$ cat src/rtl/mips_mc_controller_pkg.sv
// Shared MIPS definitions used by the multicycle controller.
//   opcode_t / function_t : raw instruction-register fields
//   alu_sel_t             : ALU operation select
//   mc_state_t            : multicycle FSM state (4-bit encoding, visible on state_dbg)
//   opcode / funct constants, pc_src and alu_b_sel encodings
//   decode_funct / decode_itype : map instruction fields to an ALU operation
package mips_mc_controller_pkg;

    typedef logic [5:0] opcode_t;
    typedef logic [5:0] function_t;

    typedef enum logic [2:0] {
        ALU_AND = 3'b000,
        ALU_OR  = 3'b001,
        ALU_ADD = 3'b010,
        ALU_SUB = 3'b110,
        ALU_SLT = 3'b111
    } alu_sel_t;

    typedef enum logic [3:0] {
        FETCH    = 4'd0,
        DECODE   = 4'd1,
        EXEC_R   = 4'd2,
        EXEC_I   = 4'd3,
        WB_ALU   = 4'd4,
        MEM_ADDR = 4'd5,
        MEM_RD   = 4'd6,
        MEM_WR   = 4'd7,
        WB_MEM   = 4'd8,
        BRANCH   = 4'd9,
        JUMP     = 4'd10,
        HALT     = 4'd15
    } mc_state_t;

    localparam opcode_t OP_RTYPE = 6'h00;
    localparam opcode_t OP_J     = 6'h02;
    localparam opcode_t OP_BEQ   = 6'h04;
    localparam opcode_t OP_ADDI  = 6'h08;
    localparam opcode_t OP_SLTI  = 6'h0A;
    localparam opcode_t OP_ANDI  = 6'h0C;
    localparam opcode_t OP_ORI   = 6'h0D;
    localparam opcode_t OP_LW    = 6'h23;
    localparam opcode_t OP_SW    = 6'h2B;

    localparam function_t FN_ADD = 6'h20;
    localparam function_t FN_SUB = 6'h22;
    localparam function_t FN_AND = 6'h24;
    localparam function_t FN_OR  = 6'h25;
    localparam function_t FN_SLT = 6'h2A;

    localparam logic [1:0] PC_SRC_ALU    = 2'd0;
    localparam logic [1:0] PC_SRC_ALUOUT = 2'd1;
    localparam logic [1:0] PC_SRC_JUMP   = 2'd2;

    localparam logic [1:0] ALU_B_RT  = 2'd0;
    localparam logic [1:0] ALU_B_ONE = 2'd1;
    localparam logic [1:0] ALU_B_IMM = 2'd2;

    typedef struct packed {
        logic     valid;
        alu_sel_t op;
    } alu_decode_t;

    // R-type funct field to ALU operation; valid=0 marks an undecoded funct.
    function automatic alu_decode_t decode_funct(function_t f);
        alu_decode_t d;
        d = '{valid: 1'b1, op: ALU_ADD};
        case (f)
            FN_ADD:  d.op = ALU_ADD;
            FN_SUB:  d.op = ALU_SUB;
            FN_AND:  d.op = ALU_AND;
            FN_OR:   d.op = ALU_OR;
            FN_SLT:  d.op = ALU_SLT;
            default: d.valid = 1'b0;
        endcase
        return d;
    endfunction

    // Immediate-arithmetic opcode to ALU operation.
    function automatic alu_sel_t decode_itype(opcode_t op);
        case (op)
            OP_ANDI: return ALU_AND;
            OP_ORI:  return ALU_OR;
            OP_SLTI: return ALU_SLT;
            default: return ALU_ADD;
        endcase
    endfunction

endpackage

$ cat src/rtl/mips_mem_wait_timer.sv
// Memory wait-state counter for the multicycle controller.
//   clk, rst  : clock, synchronous active-low reset
//   clr       : restart the count (no request, or request acknowledged)
//   inc       : a request cycle without acknowledge
//   timeout   : this unacknowledged cycle is the Mem_Timeout-th in a row
module mips_mem_wait_timer #(
    parameter int unsigned Mem_Timeout = 16
) (
    input  logic clk,
    input  logic rst,
    input  logic clr,
    input  logic inc,
    output logic timeout
);

    localparam logic [7:0] Limit = 8'(Mem_Timeout - 1);

    logic [7:0] count;

    // NOTE: sequential state is written with <= only, so every register
    // samples the pre-edge value of its neighbours regardless of block order.
    always_ff @(posedge clk) begin
        if (!rst || clr) begin
            count <= '0;
        end else if (inc) begin
            count <= count + 8'd1;
        end
    end

    assign timeout = inc && (count == Limit);

endmodule

$ cat src/rtl/mips_mc_controller.sv
// Multicycle sequencing FSM for the MIPS core.
//   clk, rst          : clock, synchronous active-low reset
//   en                : run enable, sampled in FETCH before a request is issued
//   opcode, funct     : instruction-register fields
//   zero              : ALU zero flag (beq)
//   mem_ready         : memory acknowledge (transfer = mem_req & mem_ready)
//   mem_req, mem_we, iord_sel : unified memory port control
//   ir_we, pc_we, pc_src      : instruction register / PC update
//   alu_a_sel, alu_b_sel, alu_sel : ALU operand and operation selects
//   rfd_sel, mem_to_rf_sel, rf_we : register-file write-back control
//   halted, illegal, bus_err  : sticky halt status
//   state_dbg                 : current state encoding
module mips_mc_controller
    import mips_mc_controller_pkg::*;
#(
    parameter int unsigned Mem_Timeout = 16
) (
    input  logic       clk,
    input  logic       rst,
    input  logic       en,
    input  logic [5:0] opcode,
    input  logic [5:0] funct,
    input  logic       zero,
    input  logic       mem_ready,
    output logic       mem_req,
    output logic       mem_we,
    output logic       iord_sel,
    output logic       ir_we,
    output logic       pc_we,
    output logic [1:0] pc_src,
    output logic       alu_a_sel,
    output logic [1:0] alu_b_sel,
    output alu_sel_t   alu_sel,
    output logic       rfd_sel,
    output logic       mem_to_rf_sel,
    output logic       rf_we,
    output logic       halted,
    output logic       illegal,
    output logic       bus_err,
    output logic [3:0] state_dbg
);

    mc_state_t   state;
    logic        fetch_pending;  // fetch request raised and not yet acknowledged
    logic        rfd_latched;    // destination select captured at decode
    logic        fetch_req;
    logic        timeout;
    alu_decode_t r_dec;

    // Once a fetch request is up it stays up even if en drops.
    assign fetch_req = (state == FETCH) && (en || fetch_pending);
    assign r_dec     = decode_funct(funct);
    assign state_dbg = state;

    mips_mem_wait_timer #(
        .Mem_Timeout(Mem_Timeout)
    ) u_wait_timer (
        .clk    (clk),
        .rst    (rst),
        .clr    (!mem_req || mem_ready),
        .inc    (mem_req && !mem_ready),
        .timeout(timeout)
    );

    // NOTE: every output gets a default before the case so no path leaves
    // one unassigned, which would otherwise infer a latch.
    always_comb begin
        mem_req       = 1'b0;
        mem_we        = 1'b0;
        iord_sel      = 1'b0;
        ir_we         = 1'b0;
        pc_we         = 1'b0;
        pc_src        = PC_SRC_ALU;
        alu_a_sel     = 1'b0;
        alu_b_sel     = ALU_B_RT;
        alu_sel       = ALU_AND;
        rfd_sel       = 1'b0;
        mem_to_rf_sel = 1'b0;
        rf_we         = 1'b0;
        case (state)
            FETCH: begin
                if (fetch_req) begin
                    mem_req   = 1'b1;
                    alu_b_sel = ALU_B_ONE;
                    alu_sel   = ALU_ADD;
                    // PC+1 is written back in the same cycle the word arrives.
                    ir_we     = mem_ready;
                    pc_we     = mem_ready;
                end
            end
            DECODE: begin
                alu_b_sel = ALU_B_IMM;
                alu_sel   = ALU_ADD;
            end
            EXEC_R: begin
                alu_a_sel = 1'b1;
                alu_sel   = r_dec.op;
            end
            EXEC_I: begin
                alu_a_sel = 1'b1;
                alu_b_sel = ALU_B_IMM;
                alu_sel   = decode_itype(opcode);
            end
            WB_ALU: begin
                rf_we   = 1'b1;
                rfd_sel = rfd_latched;
            end
            MEM_ADDR: begin
                alu_a_sel = 1'b1;
                alu_b_sel = ALU_B_IMM;
                alu_sel   = ALU_ADD;
            end
            MEM_RD: begin
                mem_req  = 1'b1;
                iord_sel = 1'b1;
            end
            MEM_WR: begin
                mem_req  = 1'b1;
                mem_we   = 1'b1;
                iord_sel = 1'b1;
            end
            WB_MEM: begin
                rf_we         = 1'b1;
                mem_to_rf_sel = 1'b1;
            end
            BRANCH: begin
                alu_a_sel = 1'b1;
                alu_sel   = ALU_SUB;
                pc_src    = PC_SRC_ALUOUT;
                pc_we     = zero;
            end
            JUMP: begin
                pc_we  = 1'b1;
                pc_src = PC_SRC_JUMP;
            end
            default: ;
        endcase
    end

    always_ff @(posedge clk) begin
        if (!rst) begin
            state         <= FETCH;
            fetch_pending <= 1'b0;
            rfd_latched   <= 1'b0;
            halted        <= 1'b0;
            illegal       <= 1'b0;
            bus_err       <= 1'b0;
        end else begin
            case (state)
                FETCH: begin
                    if (fetch_req) begin
                        if (mem_ready) begin
                            state         <= DECODE;
                            fetch_pending <= 1'b0;
                        end else if (timeout) begin
                            state         <= HALT;
                            fetch_pending <= 1'b0;
                            halted        <= 1'b1;
                            bus_err       <= 1'b1;
                        end else begin
                            fetch_pending <= 1'b1;
                        end
                    end
                end
                DECODE: begin
                    case (opcode)
                        OP_RTYPE: begin
                            if (r_dec.valid) begin
                                state       <= EXEC_R;
                                rfd_latched <= 1'b1;
                            end else begin
                                state   <= HALT;
                                halted  <= 1'b1;
                                illegal <= 1'b1;
                            end
                        end
                        OP_ADDI, OP_ANDI, OP_ORI, OP_SLTI: begin
                            state       <= EXEC_I;
                            rfd_latched <= 1'b0;
                        end
                        OP_LW, OP_SW: state <= MEM_ADDR;
                        OP_BEQ:       state <= BRANCH;
                        OP_J:         state <= JUMP;
                        default: begin
                            state   <= HALT;
                            halted  <= 1'b1;
                            illegal <= 1'b1;
                        end
                    endcase
                end
                EXEC_R, EXEC_I: state <= WB_ALU;
                MEM_ADDR:       state <= (opcode == OP_SW) ? MEM_WR : MEM_RD;
                MEM_RD, MEM_WR: begin
                    if (mem_ready) begin
                        state <= (state == MEM_RD) ? WB_MEM : FETCH;
                    end else if (timeout) begin
                        state   <= HALT;
                        halted  <= 1'b1;
                        bus_err <= 1'b1;
                    end
                end
                WB_ALU, WB_MEM, BRANCH, JUMP: state <= FETCH;
                default: state <= HALT;
            endcase
        end
    end

endmodule

$ cat config.mk
export PLATFORM = sky130hd
export DESIGN_NAME = mips_mc_controller
export DESIGN_NICKNAME = d
export VERILOG_FILES = /design/src/rtl/mips_mc_controller_pkg.sv /design/src/rtl/mips_mem_wait_timer.sv /design/src/rtl/mips_mc_controller.sv
export SDC_FILE = /design/constraint.sdc
export NUM_CORES = 1
export LEC_CHECK = 0
export CAP_MARGIN = 25
export CORE_MARGIN = 2
export CORE_UTILIZATION = 51
export CTS_CLUSTER_DIAMETER = 150
export CTS_CLUSTER_SIZE = 24
export DETAILED_ROUTE_END_ITERATION = 10
export PLACE_DENSITY_LB_ADDON = 0.15
export RECOVER_POWER = 50
export SYNTH_ARGS = -nofsm -noshare
export SYNTH_HDL_FRONTEND = slang
export SYNTH_HIERARCHICAL = 1
export SYNTH_SLANG_ARGS = --single-unit
$ cat constraint.sdc
create_clock -name clk -period 6.3 [get_ports clk]
set_clock_uncertainty 0.2 [all_clocks]
set_input_delay 1.26 -clock clk [delete_from_list [all_inputs] [get_ports clk]]
set_output_delay 1.26 -clock clk [all_outputs]
set_load 0.02 [all_outputs]
* After elaboration in Yosys (flattened, before gate mapping)
Index checks and enable logic that the tools add are counted.
** Operators by class
- $add $sub $neg :: 1
- Reductions and logical operators :: 30
- Eq/ne operators :: 29
- Multipliers :: 0
- Multiplexer cells :: 42
- Divide/modulo/power cells :: 0
- Bitwise gates (word level) :: 1
- Order comparisons :: 0
- Shift-type cells :: 0
** Operators with widths (number)
- $eq 6x6->1 const B :: 7
- $eq 6x4->1 const B :: 4
- $mux 4 :: 6
- $pmux 4 s6 :: 1
- $mux 1 :: 22
- $pmux 4 s5 :: 1
- $eq 4x3->1 const B :: 4
- $pmux 3 s5 :: 1
- $eq 4x4->1 const B :: 3
- $pmux 3 s4 :: 1
- $reduce_or 4->1 :: 3
- $reduce_or 2->1 :: 5
- $pmux 3 s3 :: 1
- $add 8x1->8 const B :: 1
- $eq 4x2->1 const B :: 2
- $eq 8x4->1 const B :: 1
- $ne 2x2->1 const B :: 4
- $pmux 1 s2 :: 4
- $pmux 2 s2 :: 2
- $reduce_or 8->1 :: 1
- $eq 6x2->1 const B :: 1
- $eq 6x3->1 const B :: 1
- $logic_not 6->1 :: 1
- $pmux 1 s3 :: 2
- 15 further kinds :: 24
** Word-level totals
- Register bits after elaboration :: 17
- Output and inout bits :: 23
- RAM bits :: 0
- Latch bits :: 0
- Memories kept :: 0
- Bits in read-only memories :: 0
- Input port bits :: 17

* Logic depth before layout (Yosys ltp)
- Depth after elaboration :: 10
- Mapped depth :: 14
- Depth with buffers taken out :: 12

* Cells and area by module
Netlist, hierarchy kept.
** Modules (own cells, without submodules)
- mips_mc_controller :: sequential area each 180.2 um2, instances 1, cells each 142, area each 1031.0 um2
- mips_mem_wait_timer :: sequential area each 160.2 um2, instances 1, cells each 40, area each 356.6 um2

* Least setup slack after synthesis
No wires, ideal clock.
- Kind :: input port to output port
- From :: input port opcode[2]
- To :: output port alu_sel[2]
- Arrival time :: 2.259 ns
- Required time :: 4.840 ns
- Stages :: 5
- Buffers on the path :: 0
- Path slack :: 2.581 ns
- Cell sequence :: nor3_1 -> nand4b_1 -> o2bb2ai_1 -> nand3_1 -> a21oi_1
** On the way
- Word-level cells in the longest chain between the ends :: 3
- Elaborated cells on any way between the ends :: 5
- Those cells by class :: eq/ne: 3; mux: 2
** RTL lines
- start, declared :: RTL line mips_mc_controller.sv:21 : input logic [5:0] opcode,
- $eq 6x4->1 :: RTL line mips_mc_controller_pkg.sv:81 : case (op)
- $pmux 3 s3 (*) :: RTL line mips_mc_controller_pkg.sv:81
- $pmux 3 s5 (*) :: RTL line mips_mc_controller.sv:80 : case (state)
- end, declared :: RTL line mips_mc_controller.sv:33 : output alu_sel_t alu_sel,
Mark *: on every way between the ends. The rest lies on a longest branch, timed or not.

* Worst setup path in the final report
Ends and elaborated chain as after synthesis.

==> impl_results.md <==
- Status: finished, final reports clean
- Post-cts resize count: 0
- Path depth of the worst reg2reg path: 12
- Hold WS: between 200 and 300 ps
- Power per cell area: about 210 nW/um^2
- Most frequent cells in the layout: clkdlybuf4s50_1, nor2_1, nand2_1
- Sinks on Clock Net: 17
- Async SR Flop Fraction: 0
- Global-route wire length before repair: a little over 6 mm
- Share of cells above drive strength 1: 0.0607
- Worst EP arrival: 3510 ps
- Hold EP: illegal$_SDFFE_PN0P_
- Hold_sp: illegal$_SDFFE_PN0P_
- Most common cell after layout, fill and taps aside: clkdlybuf4s50_1
- Final WS setup: roughly 1300 ps
- Main synth FF type: dfxtp_1
- Worst Hold Depth: 2
- Leakage: approximately 0.63 nW
- Detailed Route Iter0 Violations: 32
- FMAX: between 200 and 250 MHz
- Setup tns final: 0 ps
- Gpl congestion: around 0.84
- DR vias: between 1,000 and 1,500
- CTS tree: built
- WP data required: 4840 ps
- Vias in the first global route: about 1,400
- Crit path launch type: input pin
- Diode count: 0
- Initial Util: 0.550
- Ratio of final minimum period to clock period: 0.789
- Synth Register Bits: 17
- Die height: 56.2 um
- Worst vdd ir: 0.153 mV
- Post-synth EDFFs: 0
- Max-Slew Margin vs Limit: 0.499
- DR vias/cell: between 6 and 7
- Synthesized area per cell: about 7.6 sq um
- Share of the synthesized area in the top cell type: 0.245
- Crit-path max cell delay: about 640 ps
- Post-CTS Setup Bufs: 0
- Max-cap viol count: 0
- Num CTS Buffers: 3
- CP Capture Type: output port
- WP buf/inv: 2
- Latest clock arrival within the worst-skew pair: ~280 ps
- Antenna Nets Post-Route: 0
- Crit path cell chain: dlygate4sd3_1 -> nor3_1 -> nand4b_1 -> o2bb2ai_1 -> nand3_1 -> a21oi_1 -> clkdlybuf4s50_1
- Total Power: between 0.3 and 0.4 mW
- Seq/Total Area, Yosys: 0.245
- Ys Warns: 6
- Fin nets: 233
- Largest cells by area after synthesis: dfxtp_1, nor2_1, nand2_1
- Core area: 2520 sq um
- Slowest stage cell, crit path: dlygate4sd3_1
- Syn Std Cell Area: around 1400 sq um
- Detailed-route wire length per cell: roughly 15 um
- Initial antenna violation count: 0
- Worst R2R End: state_dbg[2]$_SDFFE_PN0P_
- Max-slew violation count: 0
- Detailed Routing Iterations Pass 1: 4
- Fin. Hold Viols: 0
- Synth area leader: dfxtp_1
- Place WS: roughly 1500 ps
- Ports: 40
- IO Port Bufs: 39
- Worst-path clk slew: 90 ps
- Worst r2r src: state_dbg[2]$_SDFFE_PN0P_
- CP max FO: 7
- Final setup vio count: 0
- Worst slew pin tran: between 700 and 800 ps
- Clk buf depth: 2
- Final HPWL DP: approximately 2.8 mm
- Syn Inst Count: roughly 180
- DRC violations left: 0
- Die Area: 3150 sq um
- Htree depth: 1
- Synth-to-Final Area Change: 27.1%
- Hold_buf cts: 0
- Final Critical Period: about 5000 ps
- Total gr overflow: 0
- Rows: 18
- Unrepaired setup endpoints after global routing: no
- Cell family with most CP delay: buffers and inverters
- Die Wd: approximately 56 um
- Root Driver: clkbuf_4
- Critical path type: in2out
- R2R Setup Slk: approximately 2800 ps
- Hold Path Class: reg2reg
- Syn_nets: 200
- Yosys cell types: 62
- Total Routing Usage GR: 0.231
- Post-Route WL: 3.60 mm
- Pin count of the biggest net entering global routing: 20
Yosys cell counts (2+ instances only):
| library cell | n |
|---|---|
| nand2b_1 | 5 |
| clkbuf_1 | 2 |
| dfxtp_1 | 17 |
| mux2i_1 | 3 |
| buf_4 | 4 |
| or3_1 | 4 |
| nor3_1 | 7 |
| nor2b_1 | 6 |
| nand2_1 | 19 |
| xor2_1 | 3 |
| o21ai_0 | 9 |
| o21ai_1 | 3 |
| a21boi_1 | 3 |
| xnor2_1 | 2 |
| a41oi_1 | 2 |
| buf_2 | 4 |
| nor2_1 | 21 |
| a21oi_1 | 12 |
| nand4_1 | 3 |
| and2_1 | 2 |
| inv_1 | 5 |
| a31oi_1 | 4 |
| nand4b_1 | 2 |
| nand3_1 | 2 |
state kept, by name, summed over array words and instances, names as in the netlist:
name / count
u_wait_timer/count: 8
fetch_pending: 1
halted: 1
state_dbg: 4
bus_err: 1
illegal: 1
rfd_latched: 1
layout make-up:
class                           instances  area (sq um)
Timing Repair Buffer                   39           390
Fill cell                             225           758
Multi-Input combinational cell        148           947
Sequential cell                        17           340
Tap cell                               30          37.5
Clock buffer                            4          26.3
Inverter                                6          22.5
metrics by stage:
step | cells | util | area [sq um]
floorplan | 182 | - | 1390
global placement | 240 | 0.695 | 1750
detailed placement | 240 | 0.695 | 1750
global route | 244 | 0.699 | 1760
finish | 244 | 0.699 | 1760
CTS | 244 | 0.705 | 1780
power by group:
part           internal [mW]  leakage (nW)  switching, mW
Sequential             0.115         0.138         0.0221
Combinational         0.0825         0.479         0.0947
Clock                 0.0246        0.0150         0.0316
Total                  0.222         0.632          0.148
routing by layer:
| metal | GRT usage | share of wire | vias to the layer above |
|---|---|---|---|
| met5 | 0 | 0 | - |
| met4 | 0.0646 | 0.019 | 0 |
| met3 | 0.0302 | 0.046 | 6 |
| met2 | 0.424 | 0.51 | 50 |
| met1 | 0.279 | 0.42 | 700 |
| li1 | - | - | 735 |
worst reg2reg max path, delay by kind of cell, from the launching register on:
family,cells,cell delay [ps]
compound gates,3,460
buf+inv,1,190
flops,1,550
simple gates,8,2030
cell families (layout without fill, tap and decap cells):
family | count (synthesis) | count (layout) | share of synthesized area
buf+inv | 17 | 49 | 0.0613
mux | 3 | 3 | 0.0216
xor+xnor | 5 | 5 | 0.0316
simple gates | 86 | 86 | 0.363
compound gates | 53 | 53 | 0.269
flops | 17 | 17 | 0.245
fa+ha+maj | 1 | 1 | 0.00902
worst max-delay path by stage:
stage                         start          to  slack, ps  cells after the start
after detailed placement  opcode[2]  alu_sel[2]       1450                      7
after CTS                 opcode[2]  alu_sel[2]       1440                      7
after floorplan           opcode[2]  alu_sel[2]       2580                      5
after global placement     funct[1]  alu_sel[0]       1540                      7
after global routing      opcode[2]  alu_sel[2]       1180                      7
final                     opcode[2]  alu_sel[2]       1330                      7
(Power assumes the default switching activity.)
